[src/rtl/uart_rx_engine_if.sv]
// Received-word handshake bundle between the UART receive engine and its consumer.
// The engine drives the word and its status flags, the consumer drives rx_ready.
interface uart_rx_engine_if #(
    parameter int DATA_WIDTH = 8
);
    logic [DATA_WIDTH-1:0] rx_data;
    logic                  rx_valid;
    logic                  rx_ready;
    logic                  parity_err;
    logic                  frame_err;

    modport master (
        output rx_data,
        output rx_valid,
        output parity_err,
        output frame_err,
        input  rx_ready
    );

    modport slave (
        input  rx_data,
        input  rx_valid,
        input  parity_err,
        input  frame_err,
        output rx_ready
    );
endinterface

[src/rtl/uart_rx_engine.sv]
// Oversampled UART receiver with runtime-configurable framing and a valid/ready output register.
// Defining UART_RX_BREAK_DETECT_EN adds break_det and suppresses delivery of all-zero frames.
module uart_rx_engine #(
    parameter int DATA_WIDTH = 8,
    parameter int OVERSAMPLE = 16
) (
    input  logic                    clk,
    input  logic                    rst_n,
    input  logic                    rx,
    input  logic                    tick_os,
    input  logic [1:0]              data_bits_cfg,
    input  logic [1:0]              parity_cfg,
    input  logic                    stop_cfg,
    input  logic                    msb_first,
    uart_rx_engine_if.master        out_if,
    output logic                    overrun_err,
    output logic                    busy
`ifdef UART_RX_BREAK_DETECT_EN
    ,
    output logic                    break_det
`endif
);

    localparam int CW = $clog2(OVERSAMPLE);
    localparam logic [CW-1:0] HALF_M1 = CW'(OVERSAMPLE / 2 - 1);
    localparam logic [CW-1:0] FULL_M1 = CW'(OVERSAMPLE - 1);

    localparam logic [2:0] S_IDLE   = 3'd0;
    localparam logic [2:0] S_START  = 3'd1;
    localparam logic [2:0] S_DATA   = 3'd2;
    localparam logic [2:0] S_PARITY = 3'd3;
    localparam logic [2:0] S_STOP   = 3'd4;
    localparam logic [2:0] S_BREAK  = 3'd5;

    logic rx_meta_q, rx_sync_q, rx_prev_q;
    logic [2:0] state_q, state_d;
    logic [CW-1:0] tick_q, tick_d;
    logic [3:0] bit_q, bit_d, nbits_q, nbits_d, cfg_nbits, idx;
    logic [DATA_WIDTH-1:0] shift_q, shift_d;
    logic [1:0] par_mode_q, par_mode_d;
    logic stop2_q, stop2_d, msb_q, msb_d;
    logic par_acc_q, par_acc_d, perr_q, perr_d, ferr_q, ferr_d;
    logic stop_idx_q, stop_idx_d;
    logic fall, sample, done, ferr_now;
    logic [DATA_WIDTH-1:0] data_q, data_d;
    logic valid_q, valid_d, operr_q, operr_d, oferr_q, oferr_d;
    logic overrun_q, overrun_d, accept;
`ifdef UART_RX_BREAK_DETECT_EN
    logic zero_q, zero_d, zero_now, brk_q, brk_d;
`endif

    assign fall = rx_prev_q & ~rx_sync_q;

    // Width code 3 means 9 bits only on a 9-bit build; never exceed the data register.
    always_comb begin
        case (data_bits_cfg)
            2'd0:    cfg_nbits = 4'd5;
            2'd1:    cfg_nbits = 4'd6;
            2'd2:    cfg_nbits = 4'd7;
            default: cfg_nbits = (DATA_WIDTH == 9) ? 4'd9 : 4'd8;
        endcase
        if (cfg_nbits > 4'(DATA_WIDTH)) cfg_nbits = 4'(DATA_WIDTH);
    end

    always_comb begin
        state_d    = state_q;
        tick_d     = tick_q;
        bit_d      = bit_q;
        shift_d    = shift_q;
        nbits_d    = nbits_q;
        par_mode_d = par_mode_q;
        stop2_d    = stop2_q;
        msb_d      = msb_q;
        par_acc_d  = par_acc_q;
        perr_d     = perr_q;
        ferr_d     = ferr_q;
        stop_idx_d = stop_idx_q;
        done       = 1'b0;
        ferr_now   = ferr_q | ~rx_sync_q;
`ifdef UART_RX_BREAK_DETECT_EN
        zero_d     = zero_q;
        zero_now   = zero_q & ~rx_sync_q;
        brk_d      = 1'b0;
`endif
        idx    = msb_q ? (nbits_q - 4'd1 - bit_q) : bit_q;
        sample = tick_os && (tick_q == ((state_q == S_START) ? HALF_M1 : FULL_M1));
        if (tick_os && state_q != S_IDLE && state_q != S_BREAK)
            tick_d = sample ? '0 : tick_q + CW'(1);

        case (state_q)
            S_IDLE: begin
                if (fall) begin
                    state_d    = S_START;
                    tick_d     = '0;
                    bit_d      = 4'd0;
                    shift_d    = '0;
                    nbits_d    = cfg_nbits;
                    par_mode_d = parity_cfg;
                    stop2_d    = stop_cfg;
                    msb_d      = msb_first;
                    par_acc_d  = 1'b0;
                    perr_d     = 1'b0;
                    ferr_d     = 1'b0;
                    stop_idx_d = 1'b0;
`ifdef UART_RX_BREAK_DETECT_EN
                    zero_d     = 1'b1;
`endif
                end
            end
            S_START: begin
                if (sample) state_d = rx_sync_q ? S_IDLE : S_DATA;
            end
            S_DATA: begin
                if (sample) begin
                    for (int i = 0; i < DATA_WIDTH; i++)
                        if (idx == 4'(i)) shift_d[i] = rx_sync_q;
                    par_acc_d = par_acc_q ^ rx_sync_q;
`ifdef UART_RX_BREAK_DETECT_EN
                    zero_d    = zero_now;
`endif
                    bit_d     = bit_q + 4'd1;
                    if (bit_q == nbits_q - 4'd1)
                        state_d = (par_mode_q == 2'd1 || par_mode_q == 2'd2) ? S_PARITY : S_STOP;
                end
            end
            S_PARITY: begin
                if (sample) begin
                    perr_d  = (par_mode_q == 2'd1) ? ~(par_acc_q ^ rx_sync_q)
                                                   :  (par_acc_q ^ rx_sync_q);
`ifdef UART_RX_BREAK_DETECT_EN
                    zero_d  = zero_now;
`endif
                    state_d = S_STOP;
                end
            end
            S_STOP: begin
                if (sample) begin
                    if (stop2_q && !stop_idx_q) begin
                        stop_idx_d = 1'b1;
                        ferr_d     = ferr_now;
`ifdef UART_RX_BREAK_DETECT_EN
                        zero_d     = zero_now;
`endif
                    end else begin
                        state_d = S_IDLE;
                        done    = 1'b1;
`ifdef UART_RX_BREAK_DETECT_EN
                        // A line held low through the whole frame is a break, not a word.
                        if (zero_now) begin
                            state_d = S_BREAK;
                            done    = 1'b0;
                            brk_d   = 1'b1;
                        end
`endif
                    end
                end
            end
            S_BREAK: begin
                if (rx_sync_q) state_d = S_IDLE;
            end
            default: state_d = S_IDLE;
        endcase
    end

    // A completing frame may load only if the register is empty or being drained this cycle.
    always_comb begin
        accept    = valid_q & out_if.rx_ready;
        data_d    = data_q;
        valid_d   = valid_q;
        operr_d   = operr_q;
        oferr_d   = oferr_q;
        overrun_d = 1'b0;
        if (done) begin
            if (!valid_q || accept) begin
                data_d  = shift_q;
                valid_d = 1'b1;
                operr_d = perr_q;
                oferr_d = ferr_now;
            end else begin
                overrun_d = 1'b1;
            end
        end else if (accept) begin
            valid_d = 1'b0;
        end
    end

    always_ff @(posedge clk) begin
        if (!rst_n) begin
            rx_meta_q  <= 1'b1;
            rx_sync_q  <= 1'b1;
            rx_prev_q  <= 1'b1;
            state_q    <= S_IDLE;
            tick_q     <= '0;
            bit_q      <= 4'd0;
            shift_q    <= '0;
            nbits_q    <= 4'd0;
            par_mode_q <= 2'd0;
            stop2_q    <= 1'b0;
            msb_q      <= 1'b0;
            par_acc_q  <= 1'b0;
            perr_q     <= 1'b0;
            ferr_q     <= 1'b0;
            stop_idx_q <= 1'b0;
            data_q     <= '0;
            valid_q    <= 1'b0;
            operr_q    <= 1'b0;
            oferr_q    <= 1'b0;
            overrun_q  <= 1'b0;
`ifdef UART_RX_BREAK_DETECT_EN
            zero_q     <= 1'b0;
            brk_q      <= 1'b0;
`endif
        end else begin
            rx_meta_q  <= rx;
            rx_sync_q  <= rx_meta_q;
            rx_prev_q  <= rx_sync_q;
            state_q    <= state_d;
            tick_q     <= tick_d;
            bit_q      <= bit_d;
            shift_q    <= shift_d;
            nbits_q    <= nbits_d;
            par_mode_q <= par_mode_d;
            stop2_q    <= stop2_d;
            msb_q      <= msb_d;
            par_acc_q  <= par_acc_d;
            perr_q     <= perr_d;
            ferr_q     <= ferr_d;
            stop_idx_q <= stop_idx_d;
            data_q     <= data_d;
            valid_q    <= valid_d;
            operr_q    <= operr_d;
            oferr_q    <= oferr_d;
            overrun_q  <= overrun_d;
`ifdef UART_RX_BREAK_DETECT_EN
            zero_q     <= zero_d;
            brk_q      <= brk_d;
`endif
        end
    end

    assign out_if.rx_data    = data_q;
    assign out_if.rx_valid   = valid_q;
    assign out_if.parity_err = operr_q;
    assign out_if.frame_err  = oferr_q;
    assign overrun_err       = overrun_q;
    assign busy              = (state_q != S_IDLE);
`ifdef UART_RX_BREAK_DETECT_EN
    assign break_det         = brk_q;
`endif

endmodule

[src/flat_wrapper.sv]
// flat-port wrapper written by rule: the top's interface ports become plain ports
module uart_rx_engine_flat 
#(
    parameter int DATA_WIDTH = 8,
    parameter int OVERSAMPLE = 16
)
  (clk, rst_n, rx, tick_os, data_bits_cfg, parity_cfg, stop_cfg, msb_first, overrun_err, busy, out_if_rx_data, out_if_rx_valid, out_if_parity_err, out_if_frame_err, out_if_rx_ready);
  uart_rx_engine_if #(.DATA_WIDTH(DATA_WIDTH)) out_if_i ();
  input  logic clk;
  input  logic rst_n;
  input  logic rx;
  input  logic tick_os;
  input  logic [1:0] data_bits_cfg;
  input  logic [1:0] parity_cfg;
  input  logic stop_cfg;
  input  logic msb_first;
  output logic overrun_err;
  output logic busy;
  output wire logic [$bits(out_if_i.rx_data)-1:0] out_if_rx_data;
  output wire logic [$bits(out_if_i.rx_valid)-1:0] out_if_rx_valid;
  output wire logic [$bits(out_if_i.parity_err)-1:0] out_if_parity_err;
  output wire logic [$bits(out_if_i.frame_err)-1:0] out_if_frame_err;
  input wire logic [$bits(out_if_i.rx_ready)-1:0] out_if_rx_ready;
  assign out_if_rx_data = out_if_i.rx_data;
  assign out_if_rx_valid = out_if_i.rx_valid;
  assign out_if_parity_err = out_if_i.parity_err;
  assign out_if_frame_err = out_if_i.frame_err;
  assign out_if_i.rx_ready = out_if_rx_ready;
  uart_rx_engine #(.DATA_WIDTH(DATA_WIDTH), .OVERSAMPLE(OVERSAMPLE)) u_core (.clk(clk), .rst_n(rst_n), .rx(rx), .tick_os(tick_os), .data_bits_cfg(data_bits_cfg), .parity_cfg(parity_cfg), .stop_cfg(stop_cfg), .msb_first(msb_first), .out_if(out_if_i), .overrun_err(overrun_err), .busy(busy));
endmodule
[config.mk]
export PLATFORM = sky130hd
export DESIGN_NAME = uart_rx_engine_flat
export DESIGN_NICKNAME = d
export VERILOG_FILES = /design/src/rtl/uart_rx_engine_if.sv /design/src/rtl/uart_rx_engine.sv /design/src/flat_wrapper.sv
export SDC_FILE = /design/constraint.sdc
export NUM_CORES = 1
export LEC_CHECK = 0
export CAP_MARGIN = 30
export CORE_MARGIN = 2
export CORE_UTILIZATION = 56
export DETAILED_ROUTE_END_ITERATION = 16
export PLACE_DENSITY = 0.75
export SLEW_MARGIN = 20
export SYNTH_ARGS = -nofsm -noshare
export SYNTH_HDL_FRONTEND = slang
export SYNTH_SLANG_ARGS = --single-unit
[constraint.sdc]
create_clock -name clk -period 2.58 [get_ports clk]
set_clock_uncertainty 0.05 [all_clocks]
set_input_delay 0.516 -clock clk [delete_from_list [all_inputs] [get_ports clk]]
set_output_delay 0.516 -clock clk [all_outputs]
set_load 0.03 [all_outputs]
# After elaboration in Yosys (flattened, before gate mapping)
# Index checks and enable logic that the tools add are counted.
# Widths: inputs -> output; s select.
dict set report word_totals {
  register_bits 46
  inputBits 11
  wordCells 159
  out_inout_bits 13
}
dict set report op_classes {
  addsub 4
  eq_ne 37
  reduce_logical 32
  mux 52
  bitwise 6
  magnitude_cmp 1
}
# op n
set ops {}
lappend ops {{$mux 4} 9}
lappend ops {{$reduce_and 4->1} 9}
lappend ops {{$ne 2x1->1 const B} 16}
lappend ops {{$mux 3} 9}
lappend ops {{$mux 1} 23}
lappend ops {{$pmux 3 s6} 1}
lappend ops {{$eq 4x3->1 const B} 4}
lappend ops {{$mux 8} 2}
lappend ops {{$pmux 8 s2} 1}
lappend ops {{$pmux 4 s3} 1}
lappend ops {{$add 4x1->4 const B} 2}
lappend ops {{$eq 4x2->1 const B} 2}
lappend ops {{$eq 4x4->1} 2}
lappend ops {{$pmux 1 s2} 4}
lappend ops {{$pmux 4 s2} 1}
lappend ops {{$reduce_and 2->1} 4}
lappend ops {{$reduce_and 8->1} 1}
lappend ops {{$reduce_bool 2->1} 4}
lappend ops {{$eq 3x2->1 const B} 2}
lappend ops {{$eq 3x3->1 const B} 2}
lappend ops {{$reduce_and 3->1} 2}
lappend ops {{$eq 2x1->1 const B} 2}
lappend ops {{$eq 2x2->1 const B} 2}
lappend ops {{$eq 4x1->1 const B} 1}
lappend ops {{other kinds (18)} 26}

# Longest topological paths before layout
# Gate-level depths: netlist (run 1).
dict set report logic_depth {
  word_depth 8
  ltp_mapped 10
}

# Worst setup path before layout (run 1)
# No wires, ideal clock.
dict set report synth_timing {
  path_kind {reg-to-reg}
  from {register u_core.bit_q[1]}
  to {register u_core.shift_q[3]}
  required_time_ps 2393
  setup_ps 137
  arrival_time_ps 2196
  path_stages_with_launch 10
  path_slack_ps 197
  cell_sequence {dfxtp_1 > clkbuf_1 > inv_1 > ha_1 > nor2b_1 > o21ai_0 > a21oi_1 > o31a_1 > nor4_1 > a21oi_1}
}
dict set report synth_via {
  elab_chain_cells 5
}
# element line
set synth_rtl {}
lappend synth_rtl {{start, declared} uart_rx_engine.sv:38} ;# logic [3:0] bit_q, bit_d, nbits_q, nbits_d, cfg_nbits, idx;
lappend synth_rtl {{start signal, assigned} uart_rx_engine.sv:219} ;# bit_q <= bit_d;
lappend synth_rtl {{$sub 4x4->4} uart_rx_engine.sv:85} ;# idx = msb_q ? (nbits_q - 4'd1 - bit_q) : bit_q;
lappend synth_rtl {{$mux 4 (*)} uart_rx_engine.sv:85}
lappend synth_rtl {{$eq 4x2->1 (*)} uart_rx_engine.sv:116} ;# if (idx == 4'(i)) shift_d[i] = rx_sync_q;
lappend synth_rtl {{$ne 2x1->1 (no line) (*)} --}
lappend synth_rtl {{$reduce_and 4->1 (no line) (*)} --}
lappend synth_rtl {{end signal, assigned} uart_rx_engine.sv:220} ;# shift_q <= shift_d;
lappend synth_rtl {{end, declared} uart_rx_engine.sv:39} ;# logic [DATA_WIDTH-1:0] shift_q, shift_d;
# Mark *: on every way between the ends. The rest lies on a longest branch, timed or not.
# A chain may end at the register's enable or synchronous reset.

# Worst setup path after layout (run 1)
dict set report layout_timing {
  from {register u_core.state_q[1]}
  to {output busy}
}
dict set report layout_via {
  elab_chain_cells 1
}
# element line
set layout_rtl {}
lappend layout_rtl {{start, declared} uart_rx_engine.sv:36} ;# logic [2:0] state_q, state_d;
lappend layout_rtl {{start signal, assigned} uart_rx_engine.sv:217} ;# state_q <= state_d;
lappend layout_rtl {{$reduce_bool 3->1} uart_rx_engine.sv:246} ;# assign busy = (state_q != S_IDLE);
lappend layout_rtl {{end, declared} flat_wrapper.sv:18} ;# output logic busy;
# Every way passes these cells.

==> flow_summary.yaml, run 1 <==
outcome:
  status: "complete, no violations"
final_layout:
  fin_nets: 326
  area_growth_pct: 17.01
  final_layout_size_suffix_gt1_share_pct: 8.224
  antenna_cells: 0
  final_util_pct: 69.29
synthesis:
  async_flop_share_pct: 0
  yosys_warnings: 0
  synthesis.nets: 303
  yosysTopAreaCellShare_pct: 38.06
  synth.area.top_cells: "dfxtp_1 (38%), ha_1 (5.7%), mux2i_1 (5.0%), nand2_1 (5.0%), a21oi_1 (3.9%)"
  ys_ff_latch: 46
  seq_area_frac_synth_pct: 38.06
  synthCells: 280
  synthFlopType: "dfxtp_1"
  synth_top_area_cell: "dfxtp_1"
  netlist_area_sq_mm: 0.002420
  synth_edf_count: 0
  syn_avg_cell_area_sq_um: 8.642
  yosysUniqueCellTypes: 49
  yosysMostFrequentCell: "dfxtp_1"
  netlist_top_cells_count: "dfxtp_1 (46), nand2_1 (32), a21oi_1 (19), nor2_1 (19), inv_1 (14)"
global_routing:
  grt_pass1_wl_um: 8542
  grt_pass1_vias: 1914
  gr-total-overflow: 0
  track_usage_pct: 21.46
  grt_max_degree: 42
  antenna_found_initial: 0
floorplanning:
  core_sq_mm: 0.004086
  die_h_um: 69.74
  num_rows: 23
  dieWidth_um: 69.74
  die_area_sq_mm: 0.004863
  initial_core_util_pct: 59.22
  ios: 24
clock_network:
  cts_root_buf: "clkbuf_8"
  post_cts_resized: 0
  clock_path_buffers: 2
  tritoncts: "yes"
  ctsHoldBuffers: 0
  clk_latency_ns: 0.30
  post_cts_buffers: 0
  cts.sinks: 46
  clkTransAtPathRegs_ns: 0.09
  numCtsBuffers: 5
  htreeDepth: 2
routing:
  wl_per_cell_um: 13.95
  num_vias: 2043
  drt_iter0_drc: 184
  ant_nets: 0
  via_per_inst: 5.771
  routed_wl_um: 4939
  route.detailed.drc: 0
  firstDrtPassIters: 4
pwr:
  peakVddDrop_v: 0.0004068
  swShare_pct: 27.38
  cellLeakagePower_nw: 1.027
  p_switching_mw: 0.4297
  p_comb_share_pct: 18.1
  total_power_mw: 1.570
  p_int_mw: 1.140
  seq_power_share_pct: 47.5
  p_clk_share_pct: 34.5
  powerDensity_mw_per_mm2: 554.4
placed_design:
  port_buffers: 23
  dp_slack_ns: 0.06570
  routabilityCongestion: 0.9067
  dp_hpwl_um: 3457
setup_path:
  worstSetupPathType: "flip-flop to output pin"
  rrSetupSlack_ns: 0.15
  crit_arrival_ns: 1.89
  reg2regPathDepth: 11
  endpoint_kind: "output pin"
  reg2reg_to: "u_core.shift_q[2]"
  worstPathRequired_ns: 2.01
  crit_fanout: 15
  r2r_start: "u_core.nbits_q[0]"
  cp-start-kind: "flip-flop"
sta:
  layout_worst_path_cycle_share_pct: 95.23
  slew_headroom_pct: 63.60
  setup_violations: 0
  worst_slack_ns: 0.1230
  drv_slew: 0
  finalHoldViolations: 0
  fin_setup_tns_ns: 0
  fin_hold_ws_ns: 0.3668
  period_needed_ns: 2.457
  tightest_slew_ns: 0.5443
  clock.fmax_mhz: 407.0
worst_hold_path:
  hold_class: "flip-flop to flip-flop"
  hold-path-cell-count: 1
  worstHoldStart: "u_core.rx_meta_q"
  holdPathEnd: "u_core.rx_sync_q"
run:
  cap_violations: 0
[placed cells by master, fill, tap and decap left out, types with 2 or more instances in the layout]
cell              n
inv_1            14
o21ai_1           5
clkdlybuf4s50_1  23
nor3b_1           4
buf_4             8
dfxtp_1          46
a21oi_1          18
xnor2_1           6
a21boi_0          7
nand4_1           2
nand3b_1          2
a22oi_1           8
and3_1            3
o211a_1           2
nand3_1           5
mux2i_1          12
a21boi_1          3
nor3b_2           2
nand2b_1          6
xor2_1            5
nor3_1            5
nor2_1           18
nor2b_1          13
o22ai_1           3
or3_1             3
clkbuf_8          5
nand2_1          32
a32o_1            4
ha_1             11
o21ai_0           5
[critical path, cell delays in order, from the launching register on]
cell and delay [ns]:
dfxtp_1 0.59, or3_1 0.29, clkdlybuf4s50_1 0.71
[cell type report]
cell class / instances / area (sq um)
Clock buffer: 5 / 68.82
Tap cell: 50 / 62.56
Sequential cell: 46 / 920.9
Inverter: 14 / 52.55
Clock inverter: 3 / 43.79
Multi-Input combinational cell: 205 / 1393
Timing Repair Buffer: 31 / 290.3
Fill cell: 356 / 1255
[power by group through the flow]
stage | logic (mW) | registers [mW] | clock network [mW]
CTS | 0.278 | 0.745 | 0.545
finish | 0.284 | 0.745 | 0.541
floorplan | 0.210 | 0.758 | 0
global route | 0.315 | 0.749 | 0.576
detailed placement | 0.276 | 0.761 | 0
global placement | 0.269 | 0.761 | 0
[registers in the layout, summed over array words and instances (netlist names)]
signal and cells:
u_core.bit_q 4, u_core.ferr_q 1, u_core.msb_q 1, u_core.nbits_q 4
u_core.out_if.frame_err 1, u_core.out_if.parity_err 1, u_core.out_if.rx_data 8, u_core.out_if.rx_valid 1
u_core.overrun_err 1, u_core.par_acc_q 1, u_core.par_mode_q 2, u_core.perr_q 1
u_core.rx_meta_q 1, u_core.rx_prev_q 1, u_core.rx_sync_q 1, u_core.shift_q 8
u_core.state_q 3, u_core.stop2_q 1, u_core.stop_idx_q 1, u_core.tick_q 4
[how the worst max path moves through the flow]
| stage | startpoint | end | slack, ns | cells past startpoint |
|---|---|---|---|---|
| 2_1_floorplan | u_core.bit_q[1] | u_core.shift_q[3] | 0.20 | 9 |
| 3_3_place_gp | tick_os | u_core.shift_q[6] | 0.11 | 7 |
| 3_5_place_dp | tick_os | u_core.shift_q[7] | 0.07 | 7 |
| 4_1_cts | u_core.nbits_q[0] | u_core.shift_q[3] | 0.13 | 11 |
| 5_1_grt | u_core.nbits_q[0] | u_core.shift_q[0] | -0.01 | 11 |
| 6_report | u_core.state_q[1] | busy | 0.12 | 2 |
[kinds of logic (layout without fill, tap and decap cells)]
group / Yosys count / after routing / share of synthesized area, %
buffers and inverters: 29 / 53 / 5.016
DFF: 46 / 46 / 38.06
xor gates and xnor gates: 11 / 11 / 3.981
muxes: 12 / 12 / 4.964
adders and majority gates: 12 / 12 / 6.515
AOI/OAI and AO/OA: 65 / 65 / 18.20
and+or+nand+nor: 105 / 105 / 23.27
[metal layers]
layer	part of all wire (%)	vias up	GRT usage, %
met5	0	-	0
met4	1.1	0	7.906
met3	5.3	7	3.198
met2	47	60	36.54
met1	47	949	27.56
li1	-	1027	-
[through the flow]
stage / area [sq um] / cells
after global routing: 2831 / 354
after floorplan: 2420 / 280
after global placement: 2704 / 346
after CTS: 2816 / 354
final: 2831 / 354
after detailed placement: 2704 / 346
Note: power is estimated with default switching activity, not from simulation.
==> inputs of run 2 (changes only) <==
==> constraint.sdc (replaced) <==
create_clock -name clk -period 2.58 [get_ports clk]
set_clock_uncertainty 0.05 [all_clocks]
set_input_delay 0.774 -clock clk [delete_from_list [all_inputs] [get_ports clk]]
set_output_delay 0.774 -clock clk [all_outputs]
set_load 0.03 [all_outputs]
==> flow_summary.yaml, run 2 (synthesis results as in run 1) <==
setup_path:
  worstPathRequired_ns: 1.76
  crit_fanout: 4
  endpoint_kind: "output pin"
  cp-start-kind: "flip-flop"
  crit_chain: "or3_1 > clkdlybuf4s50_1"
  crit_arrival_ns: 1.72
  reg2regPathDepth: 11
  crit_path_max_incr_delay_ns: 0.63
  slowest_stage: "clkdlybuf4s50_1"
  worstSetupPathType: "flip-flop to output pin"
  rrSetupSlack_ns: 0.19
sta:
  finalHoldViolations: 0
  period_needed_ns: 2.540
  tightest_slew_ns: 0.5663
  layout_worst_path_cycle_share_pct: 98.44
  fin_setup_tns_ns: 0
  clock.fmax_mhz: 393.7
  slew_headroom_pct: 62.13
  fin_hold_ws_ns: 0.3676
  drv_slew: 0
  setup_violations: 0
  grt_setup_unrepaired: "false"
clock_network:
  post_cts_buffers: 0
  post_cts_resized: 0
  numCtsBuffers: 5
  htreeDepth: 2
  tritoncts: "yes"
  clkTransAtPathRegs_ns: 0.09
  cts.sinks: 46
  clock_path_buffers: 2
  cts_root_buf: "clkbuf_8"
  ctsHoldBuffers: 0
  clk_latency_ns: 0.30
routing:
  wl_per_cell_um: 14.38
  num_vias: 2094
  drt_iter0_drc: 161
  ant_nets: 0
  route.detailed.drc: 0
  firstDrtPassIters: 4
  routed_wl_um: 5207
  via_per_inst: 5.785
placed_design:
  port_buffers: 23
  place_area_sq_mm: 0.002764
  routabilityCongestion: 0.8576
  dp_hpwl_um: 3613
run:
  cap_violations: 0
global_routing:
  grt_pass1_wl_um: 9114
  antenna_found_initial: 0
  track_usage_pct: 23.05
  gr-total-overflow: 0
  grt_pass1_vias: 1939
  grt_max_degree: 42
floorplanning:
  initial_core_util_pct: 59.22
  die_area_sq_mm: 0.004863
  core_sq_mm: 0.004086
  num_rows: 23
  ios: 24
  die_h_um: 69.74
  dieWidth_um: 69.74
outcome:
  status: "complete, no violations"
final_layout:
  area_growth_pct: 18.98
  n_fill_cell: 336
  final_cell_mix: "dfxtp_1 (45), nand2_1 (32), clkdlybuf4s50_1 (23)"
  fin_nets: 334
  antenna_cells: 0
  final_area_sq_mm: 0.002879
  final_util_pct: 70.45
  layout.cells.most_common: "dfxtp_1"
  final_layout_size_suffix_gt1_share_pct: 10.26
pwr:
  powerDensity_mw_per_mm2: 545.4
  peakVddDrop_v: 0.0003765
  cellLeakagePower_nw: 1.062
worst_hold_path:
  hold_class: "flip-flop to flip-flop"
  hold-path-cell-count: 1
[run 2: layout make-up]
type	instances	area, sq um	area share [%]
clock buffer	6	72.57	2.521
clock inverter	2	37.54	1.304
inverter	14	52.55	1.825
multi-input combinational	205	1381	47.98
sequential	46	922.1	32.03
tap	50	62.56	2.173
timing repair buffer	39	350.3	12.17
[run 2: final timing paths]
kind | startpoint | end
setup / recovery | u_core.state_q[0] | busy
hold / removal | u_core.rx_meta_q | u_core.rx_sync_q
setup reg to reg | u_core.nbits_q[0] | u_core.shift_q[3]
hold reg to reg | u_core.rx_meta_q | u_core.rx_sync_q
[run 2: worst max-delay path, delay by kind of cell, from the launching register on]
kind,cells,cell delay (ns)
buffers and inverters,1,0.63
and+or+nand+nor,1,0.47
DFF,1,0.32
[run 2: report_power, final]
part	internal (mW)	total [mW]	leakage, nW	switching [mW]
Combinational	0.122	0.283	0.638	0.162
Sequential	0.728	0.744	0.372	0.0158
Clock	0.289	0.543	0.0514	0.254
Total	1.14	1.57	1.06	0.431
[run 2: stage by stage]
stage | instances | setup WS [ns] | power, mW
final | 362 | 0.04027 | 1.570
after global placement | 354 | -0.03471 | 1.030
after global routing | 362 | 0.004273 | 1.640
after floorplan | 280 | 0.1971 | 0.9685
after CTS | 362 | 0.04035 | 1.574
after detailed placement | 354 | -0.06309 | 1.036
[run 2: per-layer routing]
metal  part of all wire, %  wire, um  track usage (%)  vias up
met5                     0         0                0        -
met1                    46      2420            32.21      970
li1                      -         -                -     1045
met4                   1.7        91            7.906        0
met2                    47      2445            35.79       69
met3                   4.8       250            4.360       10
